`src/rtl/sound_in_if.sv`:
```
// rtl/sound_in_if.sv - CPU register bus for the delta-sigma sound input block
interface sound_in_if;
  logic [7:0] data_in;
  logic       wr;
  logic       rd;
  logic       sel;
  logic [7:0] data_out;

  modport master (
    output data_in,
    output wr,
    output rd,
    output sel,
    input  data_out
  );

  modport slave (
    input  data_in,
    input  wr,
    input  rd,
    input  sel,
    output data_out
  );
endinterface

```
`src/rtl/sound_in.sv`:
```
// rtl/sound_in.sv - 1-bit RC delta-sigma input: feedback drive, 255-cycle ones count, CPU sample/status
module sound_in #(
  parameter bit FB_INVERT = 1'b0
) (
  input  logic      clk,
  input  logic      reset,
  input  logic      snd_in,
  output logic      fb,
  sound_in_if.slave bus
);

  localparam logic [7:0] LAST_PHASE = 8'd254;

  logic       snd_meta;
  logic       s;
  logic       en;
  logic [7:0] phase;
  logic [7:0] ones;
  logic [7:0] sample;
  logic       valid;
  logic       overrun;
  logic       terminal;
  logic       consume;
  logic       unused_data_bits;

  assign terminal = en && (phase == LAST_PHASE);
  assign consume  = bus.rd && !bus.sel;

  assign unused_data_bits = ^bus.data_in[7:1];

  always_ff @(posedge clk) begin
    if (reset) begin
      snd_meta <= 1'b0;
      s        <= 1'b0;
      en       <= 1'b0;
      fb       <= 1'b0;
      phase    <= 8'd0;
      ones     <= 8'd0;
      sample   <= 8'd0;
      valid    <= 1'b0;
      overrun  <= 1'b0;
    end else begin
      snd_meta <= snd_in;
      s        <= snd_meta;

      // en is sampled before the write lands, so a write on the terminal cycle still captures
      if (bus.wr) begin
        en <= bus.data_in[0];
      end

      fb <= en ? (s ^ FB_INVERT) : 1'b0;

      // Counters idle at zero while disabled, so every enable starts a fresh window
      if (!en || terminal) begin
        phase <= 8'd0;
        ones  <= 8'd0;
      end else begin
        phase <= phase + 8'd1;
        ones  <= ones + {7'd0, s};
      end

      if (consume) begin
        valid   <= 1'b0;
        overrun <= 1'b0;
      end

      // The terminal update wins over a coinciding read; the read still sees the old sample
      if (terminal) begin
        sample  <= ones + {7'd0, s};
        valid   <= 1'b1;
        overrun <= valid && !consume;
      end
    end
  end

  assign bus.data_out = bus.sel ? {6'd0, overrun, valid} : sample;

endmodule

```
`src/flat_wrapper.sv`:
```
// flat-port wrapper written by rule: the top's interface ports become plain ports
module sound_in_flat 
#(
  parameter bit FB_INVERT = 1'b0
)
  (clk, reset, snd_in, fb, bus_data_in, bus_wr, bus_rd, bus_sel, bus_data_out);
  sound_in_if bus_i ();
  input  logic clk;
  input  logic reset;
  input  logic snd_in;
  output logic fb;
  input wire logic [$bits(bus_i.data_in)-1:0] bus_data_in;
  input wire logic [$bits(bus_i.wr)-1:0] bus_wr;
  input wire logic [$bits(bus_i.rd)-1:0] bus_rd;
  input wire logic [$bits(bus_i.sel)-1:0] bus_sel;
  output wire logic [$bits(bus_i.data_out)-1:0] bus_data_out;
  assign bus_i.data_in = bus_data_in;
  assign bus_i.wr = bus_wr;
  assign bus_i.rd = bus_rd;
  assign bus_i.sel = bus_sel;
  assign bus_data_out = bus_i.data_out;
  sound_in #(.FB_INVERT(FB_INVERT)) u_core (.clk(clk), .reset(reset), .snd_in(snd_in), .fb(fb), .bus(bus_i));
endmodule
```
`config.mk`:
```
export PLATFORM = sky130hd
export DESIGN_NAME = sound_in_flat
export DESIGN_NICKNAME = d
export VERILOG_FILES = /design/src/rtl/sound_in_if.sv /design/src/rtl/sound_in.sv /design/src/flat_wrapper.sv
export SDC_FILE = /design/constraint.sdc
export NUM_CORES = 1
export LEC_CHECK = 0
export BUFFER_PORTS_ARGS = -buffer_cell sky130_fd_sc_hd__buf_2
export CAP_MARGIN = 10
export CORE_MARGIN = 10
export CORE_UTILIZATION = 35
export CTS_BUF_LIST = sky130_fd_sc_hd__clkbuf_8
export CTS_CLUSTER_SIZE = 12
export DETAILED_ROUTE_END_ITERATION = 12
export GPL_ROUTABILITY_DRIVEN = 0
export PLACE_DENSITY = 0.65
export SLEW_MARGIN = 20
export SYNTH_ARGS = -nofsm -noshare
export SYNTH_HDL_FRONTEND = slang
export SYNTH_SLANG_ARGS = --single-unit
```
`constraint.sdc`:
```
create_clock -name clk -period 3.4 [get_ports clk]
set_input_delay 0 -clock clk [delete_from_list [all_inputs] [get_ports clk]]
set_output_delay 0 -clock clk [all_outputs]
set_load 0.01 [all_outputs]
```
* Word-level counts from Yosys, hierarchy flattened
Cells that the tools add are included.
** Word-level totals
- Register bits :: 30
- Bits in latches :: 0
- RAM bits :: 0
- ROM bits :: 0
- Logic and storage cells :: 27
- Memories :: 0
** Cells by class
- $add $sub $neg :: 2
- $mul :: 0
- Div/mod/pow operators :: 0
- Magnitude comparators :: 0
- Eq/ne operators :: 1
- Shift operators :: 0
- Muxes and demuxes :: 4
- Bitwise logic cells :: 1
- Reductions and logical operators :: 10
** Operators by type and width (count)
- 8-bit by 1-bit adder with 8-bit output :: 1
- 8-bit by 1-bit adder with 8-bit output (second input constant) :: 1
- 8-bit == test (second input constant) :: 1
- 8-bit 2-to-1 mux :: 1
- 2-bit OR reduction :: 2
- 1-bit logical AND :: 3
- 1-bit zero test :: 3
- 1-bit 2-to-1 mux :: 3
- 2-bit nonzero test :: 1
- 1-bit logical OR :: 1
- 1-bit inverter :: 1

* Longest topological paths before layout
- Depth in word-level cells :: 5
- Mapped depth :: 6
- Depth with buffers taken out :: 5

* Least setup slack after synthesis
Ideal clock, no wire load.
- Path type :: reg2reg
- From :: register u_core.s
- To :: register u_core.sample[6]
- Data arrival time :: 1.324 ns
- Required time :: 3.312 ns
- Path slack :: 1.987 ns
- Stages on the path, launching flop included :: 6
- Clock period less this slack :: 1.413 ns
- Path through :: dfxtp_1 -> ha_1 -> ha_1 -> nand2_1 -> or3_1 -> a311oi_2
** Between the ends
- Longest elaborated chain between the ends :: 1
** Ends and longest elaborated chain
- from (decl) :: RTL line sound_in.sv:15 : logic s;
- from (signal assigned) :: RTL line sound_in.sv:44 : s <= snd_meta;
- 8-bit by 1-bit adder with 8-bit output :: RTL line sound_in.sv:69 : sample <= ones + {7'd0, s};
- to (signal assigned) :: RTL line sound_in.sv:69
- to (decl) :: RTL line sound_in.sv:19 : logic [7:0] sample;
Every way passes these cells.
A chain may end at the register's enable or synchronous reset.

* Final worst setup path
- From :: register u_core.phase[2]
- To :: register u_core.ones[6]
** Between the ends
- Longest elaborated chain between the ends :: 4
** Ends and longest elaborated chain
- from (decl) :: RTL line sound_in.sv:17 : logic [7:0] phase;
- from (signal assigned) :: RTL line sound_in.sv:58 : phase <= phase + 8'd1;
- 8-bit == test :: RTL line sound_in.sv:26 : assign terminal = en && (phase == LAST_PHASE);
- 1-bit logical AND :: RTL line sound_in.sv:26
- 1-bit logical OR :: RTL line sound_in.sv:54 : if (!en || terminal) begin
- 2-bit OR reduction (no line)
- to (signal assigned) :: RTL line sound_in.sv:59 : ones <= ones + {7'd0, s};
- to (decl) :: RTL line sound_in.sv:18 : logic [7:0] ones;
Every way passes these cells.

==> impl_results.md <==
* Hold-critical path endpoint: u_core.overrun
* Slew @ Worst Pin at 0.524 ns
* DRC viols at 0
* FMAX at 577 MHz
* Sw Ratio at 0.193
* Worst Setup Path Type: reg -> reg
* Top_reg_cell synth: dfxtp_1
* Area growth syn-to-layout at 19.7%
* Critical Path Fanout Max at 16
* CTS tree: yes
* Setup_tns at 0 ns
* Post-Syn Instances at 134
* Num rows at 21
* 1st-iter DRT viols at 36
* Clk buf depth at 2
* Number of flops mapped to enable cells by yosys at 0
* H-tree Lvls at 2
* Syn_nets at 152
* Final Hold Vio Count at 0
* Dpl hpwl at 1860 µm
* VDD IR-drop max at 0.000156 V
* Yosys reg bits at 30
* Critical path data arrival time at 1.86 ns
* Final critical-path share of the clock period at 0.510
* Seq/Total Area, Yosys at 0.480
* Port Buf Inserts at 15
* DP Worst Slack at 1.69 ns
* Initial Utilization at 0.369
* RSZ-0062 raised after global routing: no
* FF-to-FF setup slack at 1.67 ns
* Power per Cell Area at 479 nW/µm²
* Final Util at 0.441
* Routed WL at 2450 µm
* CP Launch Point: u_core.phase[2]
* Tot GR Track Use at 0.0851
* Clock Latency Late Sink at 0.28 ns
* R2R Path End: u_core.ones[6]
* Initial antenna violation count at 0
* Hold Path Class: in -> reg
* Crit. End Element: flip-flop
* Die Y at 79.8 µm
* Critical Path RT at 3.53 ns
* Comb pwr share at 0.026
* Synth warn at 0
* Vias at 990
* Synthesized area at 1250 µm²
* Reg2Reg Launch Point: u_core.phase[2]
* Total power at 716 µW
* IO Count at 23
* Post-layout min period at 1.73 ns
* DR pass1 iterations at 4
* Post-CTS Setup Bufs at 0
* Mapped Avg Cell Area at 9.33 µm²
* Die X at 79.8 µm
* Distinct cells, synth at 29
* Nets at 172
* Max-slew violations at 0
* Fillers at 333
* Vias in the first global route at 1002
* Maxcap violations at 0
* Die Footprint at 6360 µm²
* Diodes inserted at 0
* GRT Residual Overflow at 0
* Outcome: complete, no violations
* Metal2 WL at 1200 µm
* Final Skew at 0.0101 ns
* Startpoint types: flip-flop
* DRT antenna net count at 0
* Sw power at 138 µW
* Detail Route met3 WL at 150 µm
* Clock power frac at 0.477
* CTS root buffer: clkbuf_8
* # clock sinks at 30
* Ratio of cells with drive above 1 in the final layout at 0.200
* Largest net degree at the start of global routing at 17
* Reg area at 601 µm²
* M1 wire length at 1070 µm
* Final WS setup at 1.67 ns
* First-pass GRT wire length at 4390 µm
* Avg WL per Cell at 12.2 µm
* Top layer in use: met4
* Final setup vio count at 0
* Worst Hold Depth at 4
* Async SR Flop Fraction at 0
* Cts bufs inserted at 5
* Vias per cell at 4.93
* Cell-internal power at 578 µW
* Max transition margin at 0.651
* Area of the multi-input gates at 606 µm²
* Min-delay src: bus_rd
* Core area at 3390 µm²
* Power share of the sequential group at 0.497
* Leakage at 0.532 nW
* R2R cell count at 3
* Worst-path clk slew at 0.07 ns
## cells by family (layout without fill, tap and decap cells)
group,count (synthesis),in the layout,synth area share
multiplexers,3,3,0.0260
XOR/XNOR,6,6,0.0420
adder cells (fa/ha/maj),4,4,0.0400
AND/OR/NAND/NOR,49,49,0.212
flip-flops,30,30,0.480
AO/OA/AOI/OAI,32,32,0.164
buffers and inverters,10,31,0.0350
## per-layer routing
metal  vias to the layer above  GRT usage
li1                        511          -
met1                       461     0.0878
met2                        13      0.142
met3                         5     0.0372
met4                         0     0.0475
met5                         -          0
## sequential cells by signal, summed over array words and instances (netlist names)
register         count
u_core.s             1
u_core.overrun       1
u_core.valid         1
u_core.sample        8
u_core.ones          8
u_core.en            1
u_core.phase         8
u_core.snd_meta      1
u_core.fb            1
## final cells by class
class,instances,share of cell area
inverters,5,0.0125
well taps,46,0.0385
multi-input cells,94,0.405
flip-flops and latches,30,0.401
clock buffers,5,0.0460
repair buffers,18,0.0702
clock inverters,3,0.0268
## critical path, stage by stage (launching register included)
cell and delay, ns:
dfxtp_1 0.42, and4_1 0.48, a41o_1 0.58, a21oi_1 0.10
## placed cells by master (no fill, tap or decap)
cell type and n:
dfxtp_1 30, a21oi_1 15, buf_2 15, nor2_1 13, o21ai_0 9, nor2b_1 8
nand3_1 8, or3_1 6, clkbuf_8 5, inv_1 4, xor2_1 4, nand4_1 4
ha_1 4, nand2_1 3, nand2b_1 3, a311oi_2 3, a211oi_1 3, dlygate4sd3_1 3
mux2_2 2, and4_1 2, xnor2_1 2, clkinv_2 2, a41o_1 1, nand3_2 1
a22oi_1 1, nor2_2 1, mux2i_1 1, inv_2 1, bufinv_16 1
## synth_stat cells, drive strengths merged, types with 2 or more instances
cell,n,area (µm²)
a21oi,15,75.1
nor2,14,55.1
clkbuf,2,8.75
a311oi,3,45.0
or3,6,37.5
and4,2,17.5
nor2b,8,50.1
o21ai,9,45.0
ha,4,50.1
buf,3,16.3
nand3,9,50.1
xnor2,2,17.5
nand4,4,25.0
nand2,3,11.3
a211oi,3,22.5
inv,5,18.8
dfxtp,30,601
mux2,2,22.5
xor2,4,35.0
nand2b,3,18.8
## power groups by stage
stage               registers (mW)  clock network (mW)  logic, mW
detailed placement           0.364                   0     0.0157
global route                 0.356               0.365     0.0212
global placement             0.364                   0     0.0149
floorplan                    0.363                   0     0.0106
CTS                          0.356               0.345     0.0189
finish                       0.356               0.342     0.0187
## worst max path at each step
stage                     cells past startpoint  slack [ns]                to
after detailed placement                      3        1.69   u_core.phase[3]
after CTS                                     3        1.67   u_core.phase[3]
after floorplan                               5        1.99  u_core.sample[6]
after global placement                        3        1.74    u_core.ones[2]
final                                         3        1.67    u_core.ones[6]
after global routing                          3        1.47   u_core.phase[3]
## metrics by stage
step	cells	instance area, µm²	hold slack [ns]
floorplan	134	1250	0.0716
global route	201	1500	0.0729
finish	201	1500	0.0337
global placement	190	1360	0.220
detailed placement	190	1360	0.226
CTS	201	1500	0.0334
## what timing repair did
item                                   CTS  global route
endpoints found under the hold margin    2             0
gates resized for setup                  0             0
hold buffers                             3             0
Power figures use the tool's default switching activity.
